$ cat src/rtl/vc_demux_pkg.sv
// Shared definitions for the virtual-channel demultiplexer.
//   DATA_W_DEF / NUM_VC_DEF : default word width and channel count
//   slot_state_e            : per-slot holding-stage state (EMPTY / FULL)
//   vc_id()                 : extracts the VC-id field from a word
package vc_pkg;

  localparam int DATA_W_DEF  = 6;
  localparam int NUM_VC_DEF  = 2;
  localparam int VC_ID_MAX_W = 8;

  typedef enum logic {
    SLOT_EMPTY = 1'b0,
    SLOT_FULL  = 1'b1
  } slot_state_e;

  // The word is zero-extended to 64 bits by the caller so one function
  // serves every DATA_W; the result is truncated to the field width there.
  function automatic logic [VC_ID_MAX_W-1:0] vc_id(input logic [63:0] word,
                                                   input int lsb,
                                                   input int w);
    logic [63:0] mask;
    mask = (64'd1 << w) - 64'd1;
    return VC_ID_MAX_W'((word >> lsb) & mask);
  endfunction

endpackage

$ cat src/rtl/vc_demux_if.sv
// Bus between the main FIFO pop side, the demux and the per-VC FIFOs.
//   valid_in/data_in/ready_in : input handshake from the main FIFO
//   pause                     : per-channel downstream stall
//   valid_out/data_out        : per-channel holding-stage outputs (flat bus)
//   err_vc                    : pulse when an out-of-range VC id is dropped
// Handshake: a word transfers in a cycle where valid_in && ready_in.
// ready_in never depends on valid_in; once valid_in is raised the source
// holds data_in stable until the transfer. Output slot i is consumed by
// downstream in any cycle where valid_out[i] && !pause[i].
interface vc_demux_if #(
  parameter int DATA_W = vc_pkg::DATA_W_DEF,
  parameter int NUM_VC = vc_pkg::NUM_VC_DEF
);
  logic                     valid_in;
  logic [DATA_W-1:0]        data_in;
  logic                     ready_in;
  logic [NUM_VC-1:0]        pause;
  logic [NUM_VC-1:0]        valid_out;
  logic [NUM_VC*DATA_W-1:0] data_out;
  logic                     err_vc;

  modport master (
    output valid_in, data_in, pause,
    input  ready_in, valid_out, data_out, err_vc
  );

  modport slave (
    input  valid_in, data_in, pause,
    output ready_in, valid_out, data_out, err_vc
  );
endinterface

$ cat src/rtl/vc_demux_slot.sv
// Single-channel registered holding stage.
//   clk, reset : clock, asynchronous active-high reset
//   load       : write din into the slot this cycle
//   din        : word to load
//   pause      : downstream stall for this channel
//   can_load   : slot is empty or drains this cycle
//   valid/dout : held word (dout is zero when empty)
//   state      : current EMPTY/FULL state
//   count      : drain counter, present with VC_DEMUX_STATS_EN
module vc_demux_slot
  import vc_pkg::*;
#(
  parameter int DATA_W = DATA_W_DEF,
  parameter int STAT_W = 16
) (
  input  logic              clk,
  input  logic              reset,
  input  logic              load,
  input  logic [DATA_W-1:0] din,
  input  logic              pause,
  output logic              can_load,
  output logic              valid,
  output logic [DATA_W-1:0] dout,
  output slot_state_e       state
`ifdef VC_DEMUX_STATS_EN
  ,
  output logic [STAT_W-1:0] count
`endif
);

  logic drain;

  assign drain    = (state == SLOT_FULL) && !pause;
  assign can_load = (state == SLOT_EMPTY) || drain;
  assign valid    = (state == SLOT_FULL);

  always_ff @(posedge clk or posedge reset) begin
    if (reset) begin
      state <= SLOT_EMPTY;
      dout  <= '0;
    end else begin
      case (state)
        SLOT_EMPTY: begin
          if (load) begin
            state <= SLOT_FULL;
            dout  <= din;
          end
        end
        SLOT_FULL: begin
          // Load only arrives when can_load, so a load here means either
          // the slot drains this cycle (replace) or it was never paused.
          if (load) begin
            dout <= din;
          end else if (drain) begin
            state <= SLOT_EMPTY;
            dout  <= '0;
          end
        end
        default: begin
          state <= SLOT_EMPTY;
          dout  <= '0;
        end
      endcase
    end
  end

`ifdef VC_DEMUX_STATS_EN
  always_ff @(posedge clk or posedge reset) begin
    if (reset) begin
      count <= '0;
    end else if (drain) begin
      count <= count + 1'b1;
    end
  end
`endif

endmodule

$ cat src/rtl/vc_demux.sv
// Virtual-channel demultiplexer: steers each accepted word to one of
// NUM_VC registered output slots by the VC-id field data_in[VC_LSB +: VC_W].
// Words whose id is >= NUM_VC are dropped and flagged on err_vc.
//   clk, reset  : clock, asynchronous active-high reset
//   bus         : vc_demux_if slave (input handshake, pause, slot outputs)
//   slot_state  : per-slot EMPTY/FULL state for observation
//   pkt_count   : per-slot drain counters (only with VC_DEMUX_STATS_EN)
// Optional feature macro: VC_DEMUX_STATS_EN
module vc_demux
  import vc_pkg::*;
#(
  parameter int DATA_W = DATA_W_DEF,
  parameter int NUM_VC = NUM_VC_DEF,
  parameter int VC_LSB = DATA_W - 1,
  parameter int VC_W   = $clog2(NUM_VC),
  parameter int STAT_W = 16
) (
  input  logic                     clk,
  input  logic                     reset,
  vc_demux_if.slave                bus,
  output slot_state_e [NUM_VC-1:0] slot_state
`ifdef VC_DEMUX_STATS_EN
  ,
  output logic [NUM_VC*STAT_W-1:0] pkt_count
`endif
);

  logic [VC_W-1:0]          sel;
  logic                     bad;
  logic                     can_sel;
  logic                     ready;
  logic                     accept;
  logic [NUM_VC-1:0]        can_load;
  logic [NUM_VC-1:0]        load;
  logic [NUM_VC-1:0]        valid_vec;
  logic [NUM_VC*DATA_W-1:0] data_vec;
  logic                     err_q;

  always_comb begin
    sel     = VC_W'(vc_id(64'(bus.data_in), VC_LSB, VC_W));
    bad     = (32'(sel) >= NUM_VC);
    // Only the targeted slot gates the input: no bypass around a paused one.
    can_sel = 1'b0;
    for (int i = 0; i < NUM_VC; i++) begin
      if (32'(sel) == i) can_sel = can_load[i];
    end
    ready  = !reset && (bad || can_sel);
    accept = bus.valid_in && ready;
    load   = '0;
    for (int i = 0; i < NUM_VC; i++) begin
      load[i] = accept && !bad && (32'(sel) == i);
    end
  end

  always_ff @(posedge clk or posedge reset) begin
    if (reset) begin
      err_q <= 1'b0;
    end else begin
      err_q <= accept && bad;
    end
  end

  for (genvar i = 0; i < NUM_VC; i++) begin : g_slot
    vc_demux_slot #(
      .DATA_W(DATA_W),
      .STAT_W(STAT_W)
    ) u_slot (
      .clk      (clk),
      .reset    (reset),
      .load     (load[i]),
      .din      (bus.data_in),
      .pause    (bus.pause[i]),
      .can_load (can_load[i]),
      .valid    (valid_vec[i]),
      .dout     (data_vec[i*DATA_W +: DATA_W]),
      .state    (slot_state[i])
`ifdef VC_DEMUX_STATS_EN
      ,
      .count    (pkt_count[i*STAT_W +: STAT_W])
`endif
    );
  end

  assign bus.ready_in  = ready;
  assign bus.valid_out = valid_vec;
  assign bus.data_out  = data_vec;
  assign bus.err_vc    = err_q;

endmodule
$ cat src/flat_wrapper.sv
// flat-port wrapper written by rule: the top's interface ports become plain ports
module vc_demux_flat import vc_pkg::*;
#(
  parameter int DATA_W = DATA_W_DEF,
  parameter int NUM_VC = NUM_VC_DEF,
  parameter int VC_LSB = DATA_W - 1,
  parameter int VC_W   = $clog2(NUM_VC),
  parameter int STAT_W = 16
)
  (clk, reset, slot_state, bus_valid_in, bus_data_in, bus_pause, bus_ready_in, bus_valid_out, bus_data_out, bus_err_vc);
  vc_demux_if #(.DATA_W(DATA_W), .NUM_VC(NUM_VC)) bus_i ();
  input  logic clk;
  input  logic reset;
  output slot_state_e [NUM_VC-1:0] slot_state;
  input wire logic [$bits(bus_i.valid_in)-1:0] bus_valid_in;
  input wire logic [$bits(bus_i.data_in)-1:0] bus_data_in;
  input wire logic [$bits(bus_i.pause)-1:0] bus_pause;
  output wire logic [$bits(bus_i.ready_in)-1:0] bus_ready_in;
  output wire logic [$bits(bus_i.valid_out)-1:0] bus_valid_out;
  output wire logic [$bits(bus_i.data_out)-1:0] bus_data_out;
  output wire logic [$bits(bus_i.err_vc)-1:0] bus_err_vc;
  assign bus_i.valid_in = bus_valid_in;
  assign bus_i.data_in = bus_data_in;
  assign bus_i.pause = bus_pause;
  assign bus_ready_in = bus_i.ready_in;
  assign bus_valid_out = bus_i.valid_out;
  assign bus_data_out = bus_i.data_out;
  assign bus_err_vc = bus_i.err_vc;
  vc_demux #(.DATA_W(DATA_W), .NUM_VC(NUM_VC), .VC_LSB(VC_LSB), .VC_W(VC_W), .STAT_W(STAT_W)) u_core (.clk(clk), .reset(reset), .bus(bus_i), .slot_state(slot_state));
endmodule
$ cat config.mk
export PLATFORM = sky130hd
export DESIGN_NAME = vc_demux_flat
export DESIGN_NICKNAME = d
export VERILOG_FILES = /design/src/rtl/vc_demux_pkg.sv /design/src/rtl/vc_demux_if.sv /design/src/rtl/vc_demux_slot.sv /design/src/rtl/vc_demux.sv /design/src/flat_wrapper.sv
export SDC_FILE = /design/constraint.sdc
export NUM_CORES = 1
export LEC_CHECK = 0
export ABC_CLOCK_PERIOD_IN_PS = 1200
export BUFFER_PORTS_ARGS = -buffer_cell sky130_fd_sc_hd__clkbuf_2
export CAP_MARGIN = 20
export CORE_MARGIN = 3
export CORE_UTILIZATION = 43
export DETAILED_ROUTE_END_ITERATION = 8
export PLACE_DENSITY = 0.84
export SLEW_MARGIN = 15
export SYNTH_ARGS = -nofsm -noshare
export SYNTH_HDL_FRONTEND = slang
export SYNTH_SLANG_ARGS = --single-unit
$ cat constraint.sdc
create_clock -name clk -period 1.2 [get_ports clk]
set_input_delay 0.24 -clock clk [delete_from_list [all_inputs] [get_ports clk]]
set_output_delay 0.24 -clock clk [all_outputs]
set_load 0.03 [all_outputs]
* Word-level counts from Yosys, hierarchy flattened
Index checks and enable logic that the tools add are counted.
** Storage, ports and cells
- Register bits :: 14
- Input port bits :: 11
- Output and inout port bits :: 18
- Word-level logic and storage cells :: 41
** Cells by class
- Eq/ne operators :: 4
- Mux-type cells :: 17
- Bitwise logic cells :: 3
- Reduce and logical (&&, ||, !) cells :: 13
** Operators with widths (count)
- $mux W6 :: 6
- $pmux W6 S2 :: 2
- $mux W1 :: 7
- $logic_and A1 B1 Y1 :: 6
- $ne A3 B2 Y1 const B :: 2
- $ne A2 B2 Y1 const B :: 2
- $pmux W1 S2 :: 2
- $reduce_and A2 Y1 :: 2
- $logic_not A1 Y1 :: 3
- $not A1 Y1 :: 3
- $logic_or A1 B1 Y1 :: 2

* Depth between registers and ports, before layout
- Word-level depth :: 9
- Mapped depth :: 3

* By module
From an unflattened synthesis, not the netlist that was laid out.
** Unflattened totals
- Cell total of the unflattened synthesis :: 70
- Area total of the unflattened synthesis :: 694.4 µm²
** Modules (own cells, without submodules)
- vc_demux_slot :: instances 2, cells an instance 31, area an instance 317.8 µm²
- vc_demux :: instances 1, cells an instance 8, area an instance 58.8 µm²

* Worst setup path before layout
OpenSTA, ideal clock, no wires.
- Path kind :: register to output
- Start :: register u_core.g_slot[0].u_slot.state
- End :: output bus_ready_in
- Arrival :: 1332 ps
- Data required time :: 960 ps
- Slack :: -372 ps
- Cell stages (with the launch flop) :: 4
- Path buffers :: 0
- Cell sequence :: dfrtp_1 -> nand2_1 -> nor2_1 -> a311oi_1
** On the way
- Longest elaborated chain between the ends :: 4
** Ends and longest elaborated chain
- start, declared :: line vc_demux_slot.sv:24 : output slot_state_e state
- start signal, assigned :: line vc_demux_slot.sv:39 : state <= SLOT_EMPTY;
- start signal, assigned :: line vc_demux_slot.sv:45 : state <= SLOT_FULL;
- start signal, assigned :: line vc_demux_slot.sv:55 : state <= SLOT_EMPTY;
- $logic_and A1 B1 Y1 or $not A1 Y1 (tied branches)
- $logic_or A1 B1 Y1 * :: line vc_demux_slot.sv:34 : assign can_load = (state == SLOT_EMPTY) || drain;
- $mux W1 * :: line vc_demux.sv:45 : if (32'(sel) == i) can_sel = can_load[i];
- $logic_and A1 B1 Y1 * :: line vc_demux.sv:47 : ready = !reset && (bad || can_sel);
- end, declared :: line flat_wrapper.sv:18 : output wire logic [$bits(bus_i.ready_in)-1:0] bus_ready_in;
Mark *: on every way between the ends. The rest lies on a longest branch, timed or not.

* Final worst setup path
Same ends and word-level chain as after synthesis.

==> impl_metrics.py <==
metrics = {
    "outcome": {
        "outcome": "complete, but fails checks",
        "violations": "setup timing",
    },
    "sta": {
        "maxSlewHeadroom": 0.653,
        "clock_skew_ns": 0.00148,
        "setup_slack_ns": -0.234,
        "finalSetupViolCount": 11,
        "finalCritPeriodShare": 1.20,
        "rsz0062_at_grt": "true",
        "finalMaxSlewViolations": 0,
        "worst_slew_pin_slew_ns": 0.520,
        "fmax_mhz": 697,
        "finalCriticalPeriod_ns": 1.43,
        "fin_tns_setup_ns": -1.30,
        "finalHoldViolations": 0,
    },
    "setup_path": {
        "rr_endpoint": "u_core.g_slot[0].u_slot.dout[2]",
        "worstSetupStartpointType": "register",
        "cp-startpoint": "u_core.g_slot[0].u_slot.state",
        "crit_arrival_ns": 1.19,
        "crit_fanout": 2,
        "cp_data_required_time_ns": 0.96,
        "ff2ff_setup_slack_ns": -0.13,
        "path_cells": "nand2_2, nor2_2, a311oi_4, clkbuf_8",
        "crit_type": "reg2out",
        "reg2reg_depth": 6,
        "cp-endpoint": "bus_ready_in",
        "slowest_stage": "dfrtp_1",
        "rr_startpoint": "u_core.g_slot[0].u_slot.state",
        "slowest_delay_ns": 0.39,
        "endpoint_kind": "output port",
    },
    "global_route": {
        "grt_overflow_total": 0,
        "grt_max_degree": 15,
        "antenna_found_initial": 0,
        "grt_pass1_wl_um": 2580,
        "track_usage": 0.191,
        "grt_pass1_vias": 537,
    },
    "logic_synthesis": {
        "syn_inst": 51,
        "ys_seq_elements": 14,
        "yosys.area.top_type": "dfrtp_1",
        "syn_nets": 62,
        "ys_seq_area_frac": 0.577,
        "synthesis.area_per_instance_um2": 11.9,
        "ys_types": 18,
        "syn-cell-area_um2": 607,
        "synth.top_cell.area_share": 0.577,
        "yosys_warnings": 0,
        "synthTopCellsByArea": "dfrtp_1 58%, a32o_1 16%, buf_4 6.2%",
    },
    "layout": {
        "multi_input_area_um2": 262,
        "drive_above_1_share": 0.600,
        "fillCellCount": 89,
        "nets": 97,
        "antenna_cells": 0,
        "area_growth_pct": 55.5,
        "area.sequential_um2": 350,
        "instances_no_fill": 99,
    },
    "clock_network": {
        "clock-root-buffer": "clkbuf_4",
        "hold_buffers": 0,
        "clk_pin_slew_ns": 0.08,
        "clk_path_buf_depth": 2,
        "clkLatencyLatePin_ns": 0.28,
        "cts.sinks": 14,
        "numCtsBuffers": 3,
        "htreeDepth": 1,
        "cts_tree": "built",
    },
    "placement": {
        "dp_hpwl_um": 1110,
        "routabilityCongestion": 0.698,
        "port_buffers": 27,
        "dp.cells": 90,
    },
    "routing": {
        "wl_per_cell_um": 16.2,
        "drtAntennaViolNets": 0,
        "drt_wl_total_um": 1600,
        "drt_iter0_markers": 20,
        "drc": 0,
        "vias": 557,
        "drt_pass1_iterations": 4,
        "via_per_inst": 5.63,
    },
    "floorplan": {
        "start_util": 0.499,
        "die_width_um": 43.6,
        "design.core.area_um2": 1220,
        "io_pins": 29,
        "dieArea_um2": 1900,
        "rows": 12,
        "die_h_um": 43.6,
    },
    "power": {
        "vdd_ir_drop_max_mv": 0.862,
        "leakagePower_nw": 0.481,
        "power_density_nw_per_um2": 1450,
        "p_total_mw": 1.37,
    },
    "hold_path": {
        "hp-class": "in2async",
    },
    "flow_run": {
        "maxCapViolations": 0,
    },
}
-- where the power goes --
part	switching [mW]	internal, mW
registers	0.0381	0.535
logic	0.278	0.179
clock network	0.156	0.185
-- registers in the layout, indices dropped and copies added, names as in the netlist --
signal,cells
u_core.g_slot.u_slot.dout,12
u_core.g_slot.u_slot.state,2
-- what timing repair did --
item | in CTS | in global routing
resized for setup | 18 | 11
setup endpoints to repair | 12 | 16
buffers inserted | 3 | 2
pin swaps | 7 | 4
-- layout by cell type (no fill, tap or decap) --
cell / count
a32o_2: 2
buf_6: 4
a311oi_4: 1
nand2b_1: 1
clkbuf_8: 2
nand2_2: 1
dfrtp_1: 14
a31oi_4: 1
o31a_1: 1
inv_1: 1
nor2_1: 1
conb_1: 1
buf_4: 5
inv_2: 2
buf_8: 4
nor2b_1: 1
clkbuf_2: 22
clkbuf_4: 3
a32o_1: 8
and2_4: 1
o21ai_0: 1
a22o_1: 1
nand2_1: 3
a21oi_4: 1
nand2b_4: 1
and2_1: 1
nor2_2: 1
-- how the worst min path moves through the flow --
stage | to | slack (ns) | cells after the start
floorplan | u_core.g_slot[0].u_slot.dout[0] | 0.13 | 1
global placement | u_core.g_slot[0].u_slot.state | 0.33 | 2
detailed placement | u_core.g_slot[0].u_slot.state | 0.35 | 2
CTS | u_core.g_slot[0].u_slot.state | 0.03 | 2
global route | u_core.g_slot[0].u_slot.state | 0.05 | 2
finish | u_core.g_slot[0].u_slot.state | 0.02 | 2
-- cells in the mapped netlist --
master,instances
dfrtp_1,14
nand2_1,4
inv_1,2
a31oi_1,1
a22o_1,1
nand2b_1,2
a21oi_2,1
o21ai_0,1
a32o_1,10
conb_1,1
nor2b_1,1
nor2_1,2
a311oi_1,1
o31a_1,1
clkbuf_1,1
buf_4,5
inv_2,1
and2_1,2
-- cell type report --
type	instances	share of cell area
tap	14	0.0186
multi-input combinational	28	0.277
sequential	14	0.371
clock buffer	4	0.0385
timing repair buffer	36	0.282
inverter	3	0.0119
-- kinds of logic after synthesis --
| family | after synthesis | synth area share |
|---|---|---|
| other | 1 | 0.00618 |
| buffers and inverters | 9 | 0.0866 |
| AND/OR/NAND/NOR | 11 | 0.0887 |
| AO/OA/AOI/OAI | 16 | 0.241 |
| flip-flops | 14 | 0.577 |
-- metal layers --
metal / up-vias / part of all wire / global-route usage
met5: - / 0 / 0
met4: 0 / 0.024 / 0.108
met1: 271 / 0.39 / 0.225
met3: 5 / 0.071 / 0.0456
li1: 256 / - / -
met2: 25 / 0.51 / 0.314
-- worst max-delay path: cells and delay by family, from the launching register on --
| kind | cells | cell delay (ns) |
|---|---|---|
| compound gates | 1 | 0.20 |
| flops | 1 | 0.39 |
| simple gates | 2 | 0.13 |
| buf+inv | 1 | 0.20 |
-- per-stage QoR --
stage	util	cell area, um^2	hold WS, ns	setup slack (ns)
floorplan	-	624	0.129	0.0390
global placement	0.630	766	0.333	-0.0277
detailed placement	0.630	766	0.346	-0.0486
CTS	0.739	898	0.0282	-0.274
global route	0.776	943	0.0534	-0.273
finish	0.776	943	0.0164	-0.234
No activity file was read; power rests on OpenSTA's default activity.
